$ cat src/rtl/demux_1_if.sv
// rtl/demux_1_if.sv - stream and status bundle for the 1-to-2 registered demultiplexer
interface demux_1_if #(
    parameter int WIDTH = 4,
    parameter int CNT_W = 8
);
    logic             in_valid;
    logic             in_ready;
    logic             in_sel;
    logic [WIDTH-1:0] in_data;
    logic             a_valid;
    logic             a_ready;
    logic [WIDTH-1:0] a_data;
    logic             b_valid;
    logic             b_ready;
    logic [WIDTH-1:0] b_data;
    logic [CNT_W-1:0] cnt_a;
    logic [CNT_W-1:0] cnt_b;

    modport master (
        output in_valid, in_sel, in_data, a_ready, b_ready,
        input  in_ready, a_valid, a_data, b_valid, b_data, cnt_a, cnt_b
    );

    modport slave (
        input  in_valid, in_sel, in_data, a_ready, b_ready,
        output in_ready, a_valid, a_data, b_valid, b_data, cnt_a, cnt_b
    );
endinterface

$ cat src/rtl/demux_1.sv
// rtl/demux_1.sv - registered 1-to-2 router with one-entry holding register per channel
// Optional per-channel delivery counters are built when DEMUX_CNT_EN is defined.
module demux_1 #(
    parameter int WIDTH = 4,
    parameter int CNT_W = 8
) (
    input  logic      clk,
    input  logic      rst,
    demux_1_if.slave  bus
);
    typedef enum logic {EMPTY = 1'b0, FULL = 1'b1} chan_state_t;

    chan_state_t      state_a_q, state_a_d;
    chan_state_t      state_b_q, state_b_d;
    logic [WIDTH-1:0] a_data_q, a_data_d;
    logic [WIDTH-1:0] b_data_q, b_data_d;
    logic             in_ready;
    logic             push_a, push_b;
    logic             pop_a, pop_b;

    // in_ready looks at the selected consumer's ready so a full channel can drain and refill in one cycle.
    always_comb begin
        pop_a    = (state_a_q == FULL) & bus.a_ready;
        pop_b    = (state_b_q == FULL) & bus.b_ready;
        in_ready = !rst & (bus.in_sel ? ((state_b_q == EMPTY) | bus.b_ready)
                                      : ((state_a_q == EMPTY) | bus.a_ready));
        push_a   = bus.in_valid & in_ready & !bus.in_sel;
        push_b   = bus.in_valid & in_ready &  bus.in_sel;

        state_a_d = state_a_q;
        a_data_d  = a_data_q;
        case (state_a_q)
            EMPTY:   if (push_a) state_a_d = FULL;
            FULL:    if (pop_a && !push_a) state_a_d = EMPTY;
            default: state_a_d = EMPTY;
        endcase
        if (push_a) a_data_d = bus.in_data;

        state_b_d = state_b_q;
        b_data_d  = b_data_q;
        case (state_b_q)
            EMPTY:   if (push_b) state_b_d = FULL;
            FULL:    if (pop_b && !push_b) state_b_d = EMPTY;
            default: state_b_d = EMPTY;
        endcase
        if (push_b) b_data_d = bus.in_data;
    end

    always_ff @(posedge clk) begin
        if (rst) begin
            state_a_q <= EMPTY;
            state_b_q <= EMPTY;
            a_data_q  <= '0;
            b_data_q  <= '0;
        end else begin
            state_a_q <= state_a_d;
            state_b_q <= state_b_d;
            a_data_q  <= a_data_d;
            b_data_q  <= b_data_d;
        end
    end

    assign bus.in_ready = in_ready;
    assign bus.a_valid  = (state_a_q == FULL);
    assign bus.a_data   = a_data_q;
    assign bus.b_valid  = (state_b_q == FULL);
    assign bus.b_data   = b_data_q;

`ifdef DEMUX_CNT_EN
    logic [CNT_W-1:0] cnt_a_q, cnt_a_d;
    logic [CNT_W-1:0] cnt_b_q, cnt_b_d;

    // Counters wrap naturally at 2^CNT_W.
    always_comb begin
        cnt_a_d = cnt_a_q;
        cnt_b_d = cnt_b_q;
        if (pop_a) cnt_a_d = cnt_a_q + 1'b1;
        if (pop_b) cnt_b_d = cnt_b_q + 1'b1;
    end

    always_ff @(posedge clk) begin
        if (rst) begin
            cnt_a_q <= '0;
            cnt_b_q <= '0;
        end else begin
            cnt_a_q <= cnt_a_d;
            cnt_b_q <= cnt_b_d;
        end
    end

    assign bus.cnt_a = cnt_a_q;
    assign bus.cnt_b = cnt_b_q;
`else
    assign bus.cnt_a = {CNT_W{1'b0}};
    assign bus.cnt_b = {CNT_W{1'b0}};
`endif
endmodule

$ cat src/flat_wrapper.sv
// flat-port wrapper written by rule: the top's interface ports become plain ports
module demux_1_flat 
#(
    parameter int WIDTH = 4,
    parameter int CNT_W = 8
)
  (clk, rst, bus_in_valid, bus_in_sel, bus_in_data, bus_a_ready, bus_b_ready, bus_in_ready, bus_a_valid, bus_a_data, bus_b_valid, bus_b_data, bus_cnt_a, bus_cnt_b);
  demux_1_if #(.WIDTH(WIDTH), .CNT_W(CNT_W)) bus_i ();
  input  logic clk;
  input  logic rst;
  input wire logic [$bits(bus_i.in_valid)-1:0] bus_in_valid;
  input wire logic [$bits(bus_i.in_sel)-1:0] bus_in_sel;
  input wire logic [$bits(bus_i.in_data)-1:0] bus_in_data;
  input wire logic [$bits(bus_i.a_ready)-1:0] bus_a_ready;
  input wire logic [$bits(bus_i.b_ready)-1:0] bus_b_ready;
  output wire logic [$bits(bus_i.in_ready)-1:0] bus_in_ready;
  output wire logic [$bits(bus_i.a_valid)-1:0] bus_a_valid;
  output wire logic [$bits(bus_i.a_data)-1:0] bus_a_data;
  output wire logic [$bits(bus_i.b_valid)-1:0] bus_b_valid;
  output wire logic [$bits(bus_i.b_data)-1:0] bus_b_data;
  output wire logic [$bits(bus_i.cnt_a)-1:0] bus_cnt_a;
  output wire logic [$bits(bus_i.cnt_b)-1:0] bus_cnt_b;
  assign bus_i.in_valid = bus_in_valid;
  assign bus_i.in_sel = bus_in_sel;
  assign bus_i.in_data = bus_in_data;
  assign bus_i.a_ready = bus_a_ready;
  assign bus_i.b_ready = bus_b_ready;
  assign bus_in_ready = bus_i.in_ready;
  assign bus_a_valid = bus_i.a_valid;
  assign bus_a_data = bus_i.a_data;
  assign bus_b_valid = bus_i.b_valid;
  assign bus_b_data = bus_i.b_data;
  assign bus_cnt_a = bus_i.cnt_a;
  assign bus_cnt_b = bus_i.cnt_b;
  demux_1 #(.WIDTH(WIDTH), .CNT_W(CNT_W)) u_core (.clk(clk), .rst(rst), .bus(bus_i));
endmodule
$ cat config.mk
export PLATFORM = sky130hd
export DESIGN_NAME = demux_1_flat
export DESIGN_NICKNAME = d
export VERILOG_FILES = /design/src/rtl/demux_1_if.sv /design/src/rtl/demux_1.sv /design/src/flat_wrapper.sv
export SDC_FILE = /design/constraint.sdc
export NUM_CORES = 1
export LEC_CHECK = 0
export CAP_MARGIN = 10
export CORE_MARGIN = 2
export CORE_UTILIZATION = 35
export CTS_BUF_LIST = sky130_fd_sc_hd__clkbuf_4
export CTS_CLUSTER_SIZE = 40
export DETAILED_ROUTE_END_ITERATION = 8
export PLACE_DENSITY_LB_ADDON = 0.15
export SYNTH_ARGS = -nofsm -noshare
export SYNTH_HDL_FRONTEND = slang
export SYNTH_SLANG_ARGS = --single-unit
$ cat constraint.sdc
create_clock -name clk -period 1.15 [get_ports clk]
set_input_delay 0.1725 -clock clk [delete_from_list [all_inputs] [get_ports clk]]
set_output_delay 0.1725 -clock clk [all_outputs]
set_load 0.1 [all_outputs]
==> results.toml, run 1 <==
[setup_path]
cp.required_ns = 0.98
arrival_ns = 1.07
reg2reg_setup_slack_ns = -0.07
critical-path-top-delay-family = "flip-flops"
cpPeakStageDelay_ns = 0.36
r2r-start = "u_core.bus.b_valid"
crit_slowest_cell = "dfxtp_4"
crit_path_start_kind = "flop"
r2r-end = "u_core.bus.b_data[2]"
critPathBufInv = 1
path_class = "reg2out"
crit_chain = "nand2b_4 -> mux2i_4 -> nor2_4 -> buf_12"
rr_worst_depth = 5
cp_max_fo = 2
critPathCaptureType = "output pin"

[floorplanning]
placementRows = 14
start_util = 0.367
fp.coreArea_um2 = 1470
ioPinCount = 37
die_w_um = 43.3
die_area_um2 = 1870
die-height_um = 43.3

[power_and_ir_drop]
seqPwrFrac = 0.313
switching_share = 0.455
p_sw_uw = 558
irDropWorstVdd_mv = 0.721
p_int_uw = 669
p_leak_uw = 0.000429
clockPowerShare = 0.225
power_density_nw_per_um2 = 1300
p_comb_frac = 0.462

[yosys]
synth_edf_count = 0
ys_seq_elements = 10
synthFlopType = "dfxtp_1"
synth_cell_types = 14
yosysMostFrequentCell = "buf_4"
synth_compound_area_frac = 0.0185
synth_top_family_by_area = "buffers and inverters"
synth_area_leader_cell = "dfxtp_1"
synthXorXnorAreaFrac = 0
netlist_top_cells_count = "buf_4 (16), dfxtp_1 (10), mux2_2 (8), nor2b_1 (8), a21oi_1 (2)"
ys_seq_area_frac = 0.370
muxShareOfSynthArea = 0.185
synthArstFlopShare = 0
syn_area_um2 = 541
yosys.area_share.simple = 0.188
synthAdderAreaFrac = 0
avgSynthCellArea_um2 = 10.2
ys_warn_count = 0
synth_top_area_share = 0.370
yosys-top-cells-area = "dfxtp_1 (37%), buf_4 (22%), mux2_2 (17%)"
syn-instance-count = 53

[sta]
setup_viol = 5
hold_violations = 0
hold_ws_ns = 0.406
setup_ws_ns = -0.0923
fmax_ghz = 0.805
period_needed_ns = 1.24
drv_slew = 0
min_period_over_period = 1.08
rsz0062_at_grt = "yes"
skew_ns = 0.0131

[global_route]
grt_util_all_layers = 0.122
grt_max_degree = 8
antenna_found_initial = 0
grt_pass1_vias = 395
overflow = 0
grt_first_pass_wirelength_mm = 1.65

[detailed_routing]
via_per_inst = 4.12
drt_iter0_markers = 0
drtAntennaViolNets = 0
wl_per_cell_um = 10.3
remaining_drc_errors = 0
routed_wl_mm = 1.02
dr_total_vias = 408
first_pass_iters = 1

[outcome]
status = "complete, but fails checks"
violations = "setup timing"

[layout]
drive_gt1_frac = 0.566
syn_to_final_growth_pct = 74.8
seq_area_um2 = 218
final_net_count = 94
antenna_cells = 0
final_core_util = 0.642
nFillCells = 135
multi_input_area_um2 = 308
final_area_um2 = 945

[clocking]
cts-root-buf = "clkbuf_4"
cts-htree-levels = 1
clock_path_buffers = 2
clkTransAtPathRegs_ns = 0.07
cts_made_buffers = 3
tritoncts = "built"
cts.sinks = 10
insertion_delay_ns = 0.27

[min_path]
hold_path_class = "in2reg"
min_from = "bus_b_ready"
worstHoldPathCells = 4
whs_endpoint = "u_core.bus.b_valid"

[placed_design]
io_buffers = 20
gp_congestion = 0.661
placed_cell_area_um2 = 881
place_ws_ns = -0.343
hpwlAfterDp_um = 789

[run]
cap_violations = 0
==> worst max path at each step <==
stage                             from  cells past startpoint  slack [ns]                    to
CTS                 u_core.bus.a_valid                      4       -0.11          bus_in_ready
floorplan           u_core.bus.a_valid                      3       -0.15          bus_in_ready
finish              u_core.bus.a_valid                      4       -0.09          bus_in_ready
global placement            bus_in_sel                      4       -0.32  u_core.bus.b_data[0]
detailed placement          bus_in_sel                      4       -0.34  u_core.bus.b_data[0]
global route        u_core.bus.a_valid                      4       -0.14          bus_in_ready
==> metal layers <==
metal  wire, um  track usage
met1        355        0.123
met2        570        0.215
met3         92       0.0681
met4          0       0.0364
met5          0            0
==> layout make-up <==
type	count	share of cell area
timing repair buffer	28	0.391
tap	16	0.0212
clock buffer	4	0.0318
sequential	10	0.230
multi-input combinational	41	0.326
==> per-stage QoR <==
stage | std cells | total power (uW) | TNS [ns]
after floorplan | 68 | 852 | -0.820
after global placement | 91 | 954 | -2.93
after detailed placement | 91 | 956 | -3.18
after CTS | 98 | 1240 | -0.340
after global routing | 99 | 1270 | -0.708
final | 99 | 1230 | -0.327
==> state kept, by name (all words and copies together) (netlist names) <==
name                count
u_core.bus.a_data       4
u_core.bus.b_valid      1
u_core.bus.b_data       4
u_core.bus.a_valid      1
==> worst reg2reg max path, cell delays in order, from the launching register on <==
cell      delay [ns]
dfxtp_4         0.36
nand2b_4        0.07
buf_6           0.12
nand4b_1        0.10
buf_4           0.13
mux2_2          0.32
==> power groups by stage <==
| stage | Sequential, uW | Clock [uW] | Combinational [uW] |
|---|---|---|---|
| after floorplan | 517 | 0 | 335 |
| after global placement | 393 | 0 | 560 |
| after detailed placement | 393 | 0 | 563 |
| after CTS | 384 | 291 | 566 |
| after global routing | 386 | 298 | 581 |
| final | 384 | 277 | 567 |
==> kinds of logic after synthesis <==
| logic type | after synthesis |
|---|---|
| multiplexers | 9 |
| AO/OA/AOI/OAI | 2 |
| buffers and inverters | 17 |
| other | 1 |
| flip-flops | 10 |
| AND/OR/NAND/NOR | 14 |
==> what timing repair did <==
item,CTS,global route
hold buffers,0,0
endpoints found under the setup margin,9,9
pin swaps,1,0
gates cloned,0,0
resized for setup,5,1
buffers inserted,3,1
==> placed cells by master, fill, tap and decap left out <==
cell             instances
buf_4                    7
clkbuf_4                 4
nand2b_4                 2
dfxtp_2                  8
nor3b_2                  1
nor2b_1                  8
buf_12                  11
clkdlybuf4s50_1          5
dlygate4sd2_1            4
buf_6                    1
nand2_4                  1
mux2i_4                  1
a21oi_1                  2
mux2_2                   7
nand4b_1                 1
dfxtp_4                  2
conb_1                  16
nor2_4                   1
mux2_4                   1
Power figures use the tool's default switching activity.
==> run 2: changes to the inputs <==
HOLD_SLACK_MARGIN = 0.12   (was unset)
==> results of run 2 <==
Final layout, timing and power as in run 1 (identical DEF).
==> run 3: changes to the inputs <==
PLACE_DENSITY = 0.8   (was unset)
PLACE_DENSITY_LB_ADDON = unset   (was 0.15)
==> results.toml, run 3 (synthesized netlist as in run 1, its figures left out) <==
[outcome]
status = "complete, but fails checks"
violations = "setup timing"

[power_and_ir_drop]
p_comb_frac = 0.480
p_int_uw = 630
p_leak_uw = 0.000435
seqPwrFrac = 0.327
p_sw_uw = 546
clockPowerShare = 0.193
irDropWorstVdd_mv = 0.800
power_density_nw_per_um2 = 1270
switching_share = 0.464

[clocking]
clock_path_buffers = 2
tritoncts = "built"
insertion_delay_ns = 0.25
cts_made_buffers = 3
cts.sinks = 10
clkTransAtPathRegs_ns = 0.06
cts-htree-levels = 1
cts-root-buf = "clkbuf_4"

[global_route]
grt_max_degree = 11
grt_util_all_layers = 0.119
grt_first_pass_wirelength_mm = 1.68
antenna_found_initial = 0
grt_pass1_vias = 406
overflow = 0

[detailed_routing]
via_per_inst = 4.31
remaining_drc_errors = 0
wl_per_cell_um = 10.7
drt_iter0_markers = 5
first_pass_iters = 2
routed_wl_mm = 1.03
drtAntennaViolNets = 0
dr_total_vias = 414

[run]
cap_violations = 0

[setup_path]
reg2reg_setup_slack_ns = 0.04
cp_max_fo = 3
critPathCaptureType = "output pin"
rr_worst_depth = 4
arrival_ns = 1.08
r2r-start = "u_core.bus.b_valid"
r2r-end = "u_core.bus.b_data[2]"
cp.required_ns = 0.98
path_class = "reg2out"
crit_path_start_kind = "flop"

[layout]
syn_to_final_growth_pct = 71.8
stdcell_count = 96
antenna_cells = 0
layout_commonest_cell = "conb_1"
final_net_count = 92
final_area_um2 = 928
drive_gt1_frac = 0.550
final_cell_mix = "conb_1 (16), buf_12 (11), nor2b_1 (8), dfxtp_2 (8)"

[placed_design]
dp.cells = 91
gp_congestion = 0.770
placed_cell_area_um2 = 893
io_buffers = 20
hpwlAfterDp_um = 793

[sta]
drv_slew = 0
rsz0062_at_grt = "yes"
fin_tns_setup_ns = -0.0983
skew_ns = 0.000566
fmax_ghz = 0.801
period_needed_ns = 1.25
setup_viol = 1
min_period_over_period = 1.09
setup_ws_ns = -0.0983
hold_violations = 0

[floorplanning]
ioPinCount = 37
die_area_um2 = 1870
die-height_um = 43.3
die_w_um = 43.3
start_util = 0.367
fp.coreArea_um2 = 1470
placementRows = 14

[min_path]
whs_endpoint = "u_core.bus.a_valid"
hold_path_class = "in2reg"
worstHoldPathCells = 3
min_from = "bus_a_ready"
## run 3: changes by cell type in the layout (fill, tap and decap cells not counted)
cell	delta
buf_6	-1
clkbuf_4	-1
mux2_4	+1
dlygate4sd2_1	-1
dlymetal6s2s_1	+2
mux2_2	-1
buf_4	-1
clkdlybuf4s50_1	-1
## run 3: worst max-delay path: stages, from the launching register on
cell and delay (ns):
dfxtp_4 0.35, nand2b_4 0.09, mux2i_4 0.08, nor2_4 0.13
buf_12 0.18
## run 3: metrics by stage
step / util / hold slack, ns / power [uW] / setup slack [ns]
after floorplan: - / 0.316 / 852 / -0.150
after global placement: 0.607 / 0.535 / 954 / -0.292
after detailed placement: 0.607 / 0.542 / 957 / -0.328
after CTS: 0.625 / 0.441 / 1190 / -0.211
after global routing: 0.631 / 0.265 / 1220 / -0.145
final: 0.631 / 0.242 / 1180 / -0.0983
## run 3: how the worst max path moves through the flow
stage,depth (start not counted),startpoint,endpoint,slack (ns)
CTS,5,u_core.bus.b_valid,bus_in_ready,-0.21
detailed placement,4,bus_in_sel,u_core.bus.a_data[3],-0.33
global placement,4,bus_in_sel,u_core.bus.b_data[0],-0.29
global route,4,u_core.bus.b_valid,bus_in_ready,-0.15
finish,4,u_core.bus.b_valid,bus_in_ready,-0.1
floorplan,3,u_core.bus.a_valid,bus_in_ready,-0.15
## run 3: power groups by stage
stage	sequential [uW]	clock, uW	combinational [uW]
2_1_floorplan	517	0	335
3_3_place_gp	393	0	561
3_5_place_dp	393	0	564
4_1_cts	386	240	564
5_1_grt	386	250	579
6_report	385	227	565
## run 3: repair_timing
item / CTS / global route
hold buffers: 0 / 0
buffers inserted: 1 / 2
setup endpoints to repair: 9 / 5
resized for setup: 3 / 4
pin swaps: 1 / 1
## run 3: layout make-up
type | count | area (um^2)
Sequential cell | 10 | 218
Tap cell | 16 | 20.0
Multi-Input combinational cell | 41 | 312
Clock buffer | 3 | 22.5
Timing Repair Buffer | 26 | 357
Fill cell | 113 | 543
## run 3: per-layer routing
layer / GRT usage / part of all wire / wire length, um
met5: 0 / 0 / 0
met4: 0.0364 / 0 / 0
met3: 0.0340 / 0.081 / 84
met2: 0.209 / 0.53 / 551
met1: 0.140 / 0.38 / 396
